===== src/rtl/bp_me_cache_dma_arbiter.sv =====
`default_nettype none
// ============================================================================
// Module   : bp_me_cache_dma_arbiter
// Purpose  : Shares one DRAM DMA channel among the banks of an L2 cache slice.
// Revision : 1.0  initial release
// ============================================================================
module bp_me_cache_dma_arbiter #(
   parameter int num_banks_p       = 2,
   parameter int dma_pkt_width_p   = 41,
   parameter int fill_width_p      = 64,
   parameter int block_width_p     = 512,
   parameter int max_outstanding_p = 4
) (
   input  logic                                   clk_i,
   input  logic                                   reset_i,

   input  logic [num_banks_p*dma_pkt_width_p-1:0] dma_pkt_i,
   input  logic [num_banks_p-1:0]                 dma_pkt_v_i,
   output logic [num_banks_p-1:0]                 dma_pkt_ready_and_o,

   output logic [num_banks_p*fill_width_p-1:0]    dma_data_o,
   output logic [num_banks_p-1:0]                 dma_data_v_o,
   input  logic [num_banks_p-1:0]                 dma_data_ready_and_i,

   input  logic [num_banks_p*fill_width_p-1:0]    dma_data_i,
   input  logic [num_banks_p-1:0]                 dma_data_v_i,
   output logic [num_banks_p-1:0]                 dma_data_ready_and_o,

   output logic [dma_pkt_width_p-1:0]             mem_dma_pkt_o,
   output logic                                   mem_dma_pkt_v_o,
   input  logic                                   mem_dma_pkt_ready_and_i,

   input  logic [fill_width_p-1:0]                mem_dma_data_i,
   input  logic                                   mem_dma_data_v_i,
   output logic                                   mem_dma_data_ready_and_o,

   output logic [fill_width_p-1:0]                mem_dma_data_o,
   output logic                                   mem_dma_data_v_o,
   input  logic                                   mem_dma_data_ready_and_i
);

   localparam int beats_lp  = block_width_p / fill_width_p;
   localparam int id_w_lp   = (num_banks_p > 1) ? $clog2(num_banks_p) : 1;
   localparam int ptr_w_lp  = (max_outstanding_p > 1) ? $clog2(max_outstanding_p) : 1;
   localparam int cnt_w_lp  = $clog2(max_outstanding_p + 1);
   localparam int beat_w_lp = (beats_lp > 1) ? $clog2(beats_lp) : 1;

   typedef logic [id_w_lp-1:0] id_t;

   typedef enum logic [0:0] {
      st_arb  = 1'b0,
      st_hold = 1'b1
   } state_t;

   // Tracking slot 0 holds read bank ids, slot 1 holds write bank ids.
   logic [1:0]              fifo_push;
   logic [1:0]              fifo_pop;
   logic [1:0]              fifo_full;
   logic [1:0]              fifo_empty;
   logic [1:0]              beat_hs;
   logic [1:0][id_w_lp-1:0] fifo_head;
   id_t                     fifo_din;

   for (genvar f = 0; f < 2; f++) begin : g_track
      id_t                  mem [max_outstanding_p];
      logic [ptr_w_lp-1:0]  wr_ptr;
      logic [ptr_w_lp-1:0]  rd_ptr;
      logic [cnt_w_lp-1:0]  count;
      logic [beat_w_lp-1:0] beat_cnt;
      logic                 beat_last;

      assign fifo_full[f]  = (count == cnt_w_lp'(max_outstanding_p));
      assign fifo_empty[f] = (count == '0);
      assign fifo_head[f]  = mem[rd_ptr];
      assign beat_last     = (beat_cnt == beat_w_lp'(beats_lp - 1));
      assign fifo_pop[f]   = beat_hs[f] & beat_last;

      always_ff @(posedge clk_i) begin
         if (fifo_push[f]) begin
            mem[wr_ptr] <= fifo_din;
         end
      end

      always_ff @(posedge clk_i) begin
         if (reset_i) begin
            wr_ptr   <= '0;
            rd_ptr   <= '0;
            count    <= '0;
            beat_cnt <= '0;
         end else begin
            if (fifo_push[f]) begin
               wr_ptr <= (wr_ptr == ptr_w_lp'(max_outstanding_p - 1)) ? '0 : wr_ptr + ptr_w_lp'(1);
            end
            if (fifo_pop[f]) begin
               rd_ptr <= (rd_ptr == ptr_w_lp'(max_outstanding_p - 1)) ? '0 : rd_ptr + ptr_w_lp'(1);
            end
            count <= count + cnt_w_lp'(fifo_push[f]) - cnt_w_lp'(fifo_pop[f]);
            if (beat_hs[f]) begin
               beat_cnt <= beat_last ? '0 : beat_cnt + beat_w_lp'(1);
            end
         end
      end
   end

   // ------------------------------------------------------------------------
   // Command arbitration
   // ------------------------------------------------------------------------
   logic [num_banks_p-1:0] pkt_is_write;
   logic [num_banks_p-1:0] eligible;
   id_t                    rr_ptr;
   id_t                    rr_ptr_next;
   id_t                    lock_id;
   id_t                    arb_id;
   id_t                    grant_id;
   logic                   arb_found;
   logic                   grant_v;
   logic                   grant_write;
   logic                   pkt_hs;
   state_t                 state;
   state_t                 state_next;

   always_comb begin
      pkt_is_write = '0;
      eligible     = '0;
      for (int i = 0; i < num_banks_p; i++) begin
         pkt_is_write[i] = dma_pkt_i[i*dma_pkt_width_p + dma_pkt_width_p - 1];
         eligible[i]     = dma_pkt_v_i[i] & ~(pkt_is_write[i] ? fifo_full[1] : fifo_full[0]);
      end
   end

   always_comb begin
      arb_found = 1'b0;
      arb_id    = '0;
      for (int k = 0; k < num_banks_p; k++) begin
         for (int i = 0; i < num_banks_p; i++) begin
            if (!arb_found && eligible[i] && (i == (int'(rr_ptr) + k) % num_banks_p)) begin
               arb_found = 1'b1;
               arb_id    = id_t'(i);
            end
         end
      end
   end

   // A stalled grant stays on its bank until the memory side accepts it.
   always_comb begin
      grant_id      = (state == st_hold) ? lock_id : arb_id;
      grant_v       = 1'b0;
      grant_write   = 1'b0;
      mem_dma_pkt_o = '0;
      for (int i = 0; i < num_banks_p; i++) begin
         if (grant_id == id_t'(i)) begin
            grant_v       = (state == st_hold) ? dma_pkt_v_i[i] : arb_found;
            grant_write   = pkt_is_write[i];
            mem_dma_pkt_o = dma_pkt_i[i*dma_pkt_width_p +: dma_pkt_width_p];
         end
      end
   end

   assign mem_dma_pkt_v_o = grant_v & ~reset_i;
   assign pkt_hs          = mem_dma_pkt_v_o & mem_dma_pkt_ready_and_i;
   assign fifo_push[0]    = pkt_hs & ~grant_write;
   assign fifo_push[1]    = pkt_hs & grant_write;
   assign fifo_din        = grant_id;
   assign rr_ptr_next     = (grant_id == id_t'(num_banks_p - 1)) ? '0 : grant_id + id_t'(1);

   always_comb begin
      dma_pkt_ready_and_o = '0;
      for (int i = 0; i < num_banks_p; i++) begin
         dma_pkt_ready_and_o[i] = pkt_hs & (grant_id == id_t'(i));
      end
   end

   always_comb begin
      state_next = state;
      case (state)
         st_arb:  if (mem_dma_pkt_v_o && !mem_dma_pkt_ready_and_i) state_next = st_hold;
         st_hold: if (pkt_hs) state_next = st_arb;
         default: state_next = st_arb;
      endcase
   end

   always_ff @(posedge clk_i) begin
      if (reset_i) begin
         state   <= st_arb;
         rr_ptr  <= '0;
         lock_id <= '0;
      end else begin
         state   <= state_next;
         lock_id <= grant_id;
         if (pkt_hs) begin
            rr_ptr <= rr_ptr_next;
         end
      end
   end

   // ------------------------------------------------------------------------
   // Read return and writeback steering
   // ------------------------------------------------------------------------
   assign dma_data_o = {num_banks_p{mem_dma_data_i}};

   always_comb begin
      dma_data_v_o             = '0;
      dma_data_ready_and_o     = '0;
      mem_dma_data_ready_and_o = 1'b0;
      mem_dma_data_v_o         = 1'b0;
      mem_dma_data_o           = '0;
      for (int i = 0; i < num_banks_p; i++) begin
         if (!reset_i && !fifo_empty[0] && (fifo_head[0] == id_t'(i))) begin
            dma_data_v_o[i]          = mem_dma_data_v_i;
            mem_dma_data_ready_and_o = dma_data_ready_and_i[i];
         end
         if (fifo_head[1] == id_t'(i)) begin
            mem_dma_data_o = dma_data_i[i*fill_width_p +: fill_width_p];
            if (!reset_i && !fifo_empty[1]) begin
               mem_dma_data_v_o        = dma_data_v_i[i];
               dma_data_ready_and_o[i] = mem_dma_data_ready_and_i;
            end
         end
      end
   end

   assign beat_hs[0] = mem_dma_data_v_i & mem_dma_data_ready_and_o;
   assign beat_hs[1] = mem_dma_data_v_o & mem_dma_data_ready_and_i;

endmodule
`default_nettype wire

===== config.mk =====
export PLATFORM = sky130hd
export DESIGN_NAME = bp_me_cache_dma_arbiter
export DESIGN_NICKNAME = d
export VERILOG_FILES = /design/src/rtl/bp_me_cache_dma_arbiter.sv
export SDC_FILE = /design/constraint.sdc
export NUM_CORES = 1
export LEC_CHECK = 0
export CAP_MARGIN = 20
export CORE_AREA = 5 5 200 202
export DETAILED_ROUTE_END_ITERATION = 12
export DIE_AREA = 0 0 205 207
export PLACE_DENSITY = 0.5
export SETUP_SLACK_MARGIN = 0.05
export SYNTH_ARGS = -nofsm -noshare
export SYNTH_HDL_FRONTEND = slang
export SYNTH_SLANG_ARGS = --single-unit

===== constraint.sdc =====
create_clock -name clk_i -period 5.4 [get_ports clk_i]
set_input_delay 1.08 -clock clk_i [delete_from_list [all_inputs] [get_ports clk_i]]
set_output_delay 1.08 -clock clk_i [all_outputs]
set_load 0.02 [all_outputs]

# [Word-level counts from Yosys, hierarchy flattened]
# Memory sizes are Yosys's and may differ from the RTL's. A register that Yosys moved wholly into a read port is not among the register bits.
# Cells that the tools add are included.
[op_classes] addsub=12 eq_ne=9 mux=45 bitwise=20 n_reduce_logical=23
[ops] cell="32-bit logical NOT" n=2
[ops] cell="64-bit 2-to-1 mux" n=1
[ops] cell="41-bit 2-to-1 mux" n=1
[ops] cell="1-bit 2-to-1 mux" n=32
[ops] cell="2-bit 2-to-1 mux" n=8
[ops] cell="1-bit bitwise AND" n=12
[ops] cell="3-bit equality test, second input constant" n=4
[ops] cell="1-bit logical AND" n=12
[ops] cell="2-bit by 1-bit adder with 2-bit output, second input constant" n=4
[ops] cell="2-bit equality test, second input constant" n=4
[ops] cell="1-bit logical NOT" n=7
[ops] cell="1-bit NOT" n=7
[ops] cell="3-bit by 1-bit adder with 3-bit output" n=2
[ops] cell="3-bit by 1-bit adder with 3-bit output, second input constant" n=2
[ops] cell="3-bit logical NOT" n=2
[ops] cell="3-bit 2-to-1 mux" n=2
[ops] cell="3-bit by 1-bit subtractor with 3-bit output" n=2
[ops] cell="1-bit adder, second input constant" n=2
[ops] cell="2-bit equality test, first input constant" n=1
[ops] cell="1-bit one-hot mux with 2 select lines" n=1
[ops] cell="1-bit bitwise AND, first input constant" n=1
[word_totals] register_bits=23 ram_bits=8 input_bits=285 out_inout_bits=242 elab_cells=122 memories=2
[mem_list] memory="g_track[0].mem" words=4 width=1 rd=1 rd_ports_with_merged_regs=1 write_ports=1 line="65" text="id_t mem [max_outstanding_p];"
[mem_list] memory="g_track[1].mem" words=4 width=1 rd=1 rd_ports_with_merged_regs=1 write_ports=1 line="65"

# [Logic depth before layout (Yosys ltp)]
[logic_depth] ltp_word=25 ltp_mapped=12 mapped_depth_nobuf=11

# [Least setup slack after synthesis]
# OpenSTA, ideal clock, no wires.
[synth_path] kind="input port to output port" from="input dma_pkt_i[40]" to="output mem_dma_pkt_o[0]" arrival_time_ps=2661 required_ps=4320 slack_ps=1659 path_stages=5 cell_sequence="or4b_1 -> and3_1 -> o21ai_4 -> buf_4 -> mux2_2"
[synth_via] elab_chain_len=19
[synth_lines] element="from (decl)" line="17" text="input logic [num_banks_p*dma_pkt_width_p-1:0] dma_pkt_i,"
[synth_lines] element="1-bit 2-to-1 mux *" line="127" text="eligible[i] = dma_pkt_v_i[i] & ~(pkt_is_write[i] ? fifo_full[1] : fifo_full[0]);"
[synth_lines] element="1-bit NOT *" line="127"
[synth_lines] element="1-bit bitwise AND *" line="127"
[synth_lines] element="1-bit logical AND" line="136" text="if (!arb_found && eligible[i] && (i == (int'(rr_ptr) + k) % num_banks_p)) begin"
[synth_lines] element="1-bit 2-to-1 mux" line="136"
[synth_lines] element="1-bit logical NOT" line="136"
[synth_lines] element="1-bit logical AND (2 in series)" line="136"
[synth_lines] element="1-bit 2-to-1 mux" line="136"
[synth_lines] element="1-bit logical NOT" line="136"
[synth_lines] element="1-bit logical AND (2 in series)" line="136"
[synth_lines] element="1-bit 2-to-1 mux" line="136"
[synth_lines] element="1-bit logical NOT" line="136"
[synth_lines] element="1-bit logical AND (2 in series)" line="136"
[synth_lines] element="1-bit 2-to-1 mux *" line="136"
[synth_lines] element="1-bit 2-to-1 mux *" line="146" text="grant_id = (state == st_hold) ? lock_id : arb_id;"
[synth_lines] element="41-bit 2-to-1 mux *" line="151" text="if (grant_id == id_t'(i)) begin"
[synth_lines] element="to (decl)" line="29" text="output logic [dma_pkt_width_p-1:0] mem_dma_pkt_o,"
# Every way passes the cells marked *; elsewhere a longest branch is shown, timed or not.

# [Worst setup path in the final report]
[layout_path] from="input dma_pkt_i[40]" to="output mem_dma_pkt_o[9]"
# The elaborated chain is that of the path after synthesis.

==> run metrics <==
initial antenna violation count=0; Root Buffer=clkbuf_16; most frequent cells in the layout=334 x clkdlybuf4s50_1, 105 x mux2_2, 27 x dfxtp_1; TritonCTS Buffers=5; Clock Skews=0.007208 ns; initial detailed-routing violation count=57; Post-Syn Area per Cell=9.674 um^2; maxcap violations=0; Leak=2.560 nW; IO Pins=527; Final Setup Violations=0; CP Data Arrival Time=3.82 ns; RSZ-0062 raised after global routing=no; worst vdd ir=0.09848 mV; clock-pin slew on the worst setup and hold paths=0.05 ns; Pre-antenna DRT Iters=4; clk sinks=35; All-Layer GR Usage=0.07883; WS Path Type=in2out; Cell variety after synth=47; register area=780.7 um^2; WL/cell=16.03 um; Clk Latency, worst-skew pair=0.28 ns; Slew headroom=0.4279; CTS Buffer Depth=2; Required @ worst endpoint=4.32 ns; ys flop type=dfxtp_1; Die W=205 um; Final HPWL DP=16.16 mm; commonest non-fill, non-tap cell in the layout=clkdlybuf4s50_1; Die ar.=42440 um^2; TritonCTS clock tree=built; P&R area growth vs syn=76.93%; Synth Register Bits=35; Synth area leader=mux2_2; PortBufs=334; die height=207 um; setup repair bufs after CTS=0; Synth async-reset ratio=0; Post-synth EDFFs=8; Final GP Congestion=0.8151; Synth Net Count=726; # resized after CTS=0; Fmax=204.0 MHz; Syn. warnings=0; Period minus WS final=4.901 ns; crit end category=output pin; Tcrit/Tclk final=0.9076; post-layout util=0.1891; FP Rows=72; CTS Hold Bufs=0; first-pass GRT wire length=25.37 mm; worst min path class=reg2reg; via count=3716; Residual DRC=0; status=completed; Final Cell Area=7206 um^2; area of the multi-input gates=2202 um^2; Post-Syn Area=4073 um^2; worst-margin pin slew=0.8582 ns; antenna cell count=0; setup TNS=0 ns; Total Power=0.001116 W; number of global-route vias before repair=4269; total wire length=18.30 mm; Final ANT Viol Nets=0; core area=38110 um^2; PwrDens=154.9 nW/um^2; Synth area leaders=mux2_2 29%, buf_4 24%, dfxtp_1 13%, edfxtp_1 5.9%, ha_1 5.5%; vias per inst=3.254; crit path max fanout=43; total grt overflow=0; largest net degree at the start of global routing=67; Worst setup SP type=input pin; Cells after Synth=421; Hold Violations, Final=0; post-synth top area share=0.2903; ratio of cells with drive above 1 in the final layout=0.2035; worst hold margin=0.4969 ns; Seq/Total Area, Yosys=0.1917; Initial Util=0.1069; fillers=4228; Max Transition Viols Final=0; nets=928; CTS HTree Levels=2; placed cell area=7066 um^2
[metal layers]
layer	track usage	part of all wire
met1	0.07702	0.34
met2	0.1420	0.48
met3	0.03378	0.12
met4	0.03627	0.047
met5	0.008065	0.0029
[layout make-up]
cell class	instances	share of cell area
timing repair buffer	338	0.4699
clock buffer	6	0.01789
tap	518	0.08995
clock inverter	2	0.001563
sequential	35	0.1084
inverter	13	0.006772
multi-input combinational	230	0.3056
[where the power goes]
part / switching, W / internal [W] / total (W)
Clock: 0.000106 / 0.000170 / 0.000276
Sequential: 0.00000718 / 0.000276 / 0.000283
Combinational: 0.000222 / 0.000335 / 0.000556
[worst paths after layout]
kind | startpoint | to | slack [ns] | cells past startpoint
hold reg to reg | g_track[1].beat_cnt[1]$_SDFFE_PP0P_ | g_track[1].beat_cnt[1]$_SDFFE_PP0P_ | 0.50 | 2
setup / recovery | dma_pkt_i[40] | mem_dma_pkt_o[9] | 0.50 | 7
setup reg to reg | g_track[1].mem[0]$_DFFE_PP_ | g_track[1].count[2]$_SDFF_PP0_ | 2.22 | 11
hold / removal | g_track[1].beat_cnt[1]$_SDFFE_PP0P_ | g_track[1].beat_cnt[1]$_SDFFE_PP0P_ | 0.50 | 2
[worst max-delay path: stages]
cell             delay (ns)
clkdlybuf4s50_1        0.42
or4b_1                 0.52
and3_1                 0.24
o21ai_4                0.33
buf_12                 0.28
mux2_2                 0.37
clkdlybuf4s50_1        0.55
[Yosys cell counts, types with 2 or more instances]
library cell / count
mux4_2: 2
fa_1: 2
buf_2: 3
o31ai_1: 2
nor3_1: 6
buf_4: 132
nor2_1: 17
o21ai_0: 3
o21a_1: 2
mux2_2: 105
nand2_1: 8
and3_1: 3
mux2i_1: 8
dfxtp_1: 27
clkbuf_1: 6
or4b_1: 2
xnor2_1: 3
and2_1: 13
nor3b_1: 2
ha_1: 18
inv_1: 13
nor2b_1: 9
edfxtp_1: 8
a21oi_1: 3
and3_4: 2
[metrics by stage]
step | instances | setup slack, ns
6_report | 1142 | 0.4988
3_3_place_gp | 1134 | 0.5399
3_5_place_dp | 1134 | 0.4888
4_1_cts | 1142 | 0.4853
5_1_grt | 1142 | 0.3521
2_1_floorplan | 421 | 1.659
[cell families (layout without fill, tap and decap cells)]
kind of cell / count (synthesis) / in the layout / share of synthesized area
XOR/XNOR: 4 / 4 / 0.008604
flip-flops: 35 / 35 / 0.1917
multiplexers: 116 / 116 / 0.3247
AND/OR/NAND/NOR: 70 / 70 / 0.1005
adder cells (fa/ha/maj): 20 / 20 / 0.06513
AO/OA/AOI/OAI: 20 / 20 / 0.04117
buffers and inverters: 156 / 359 / 0.2682
(Power assumes the default switching activity.)
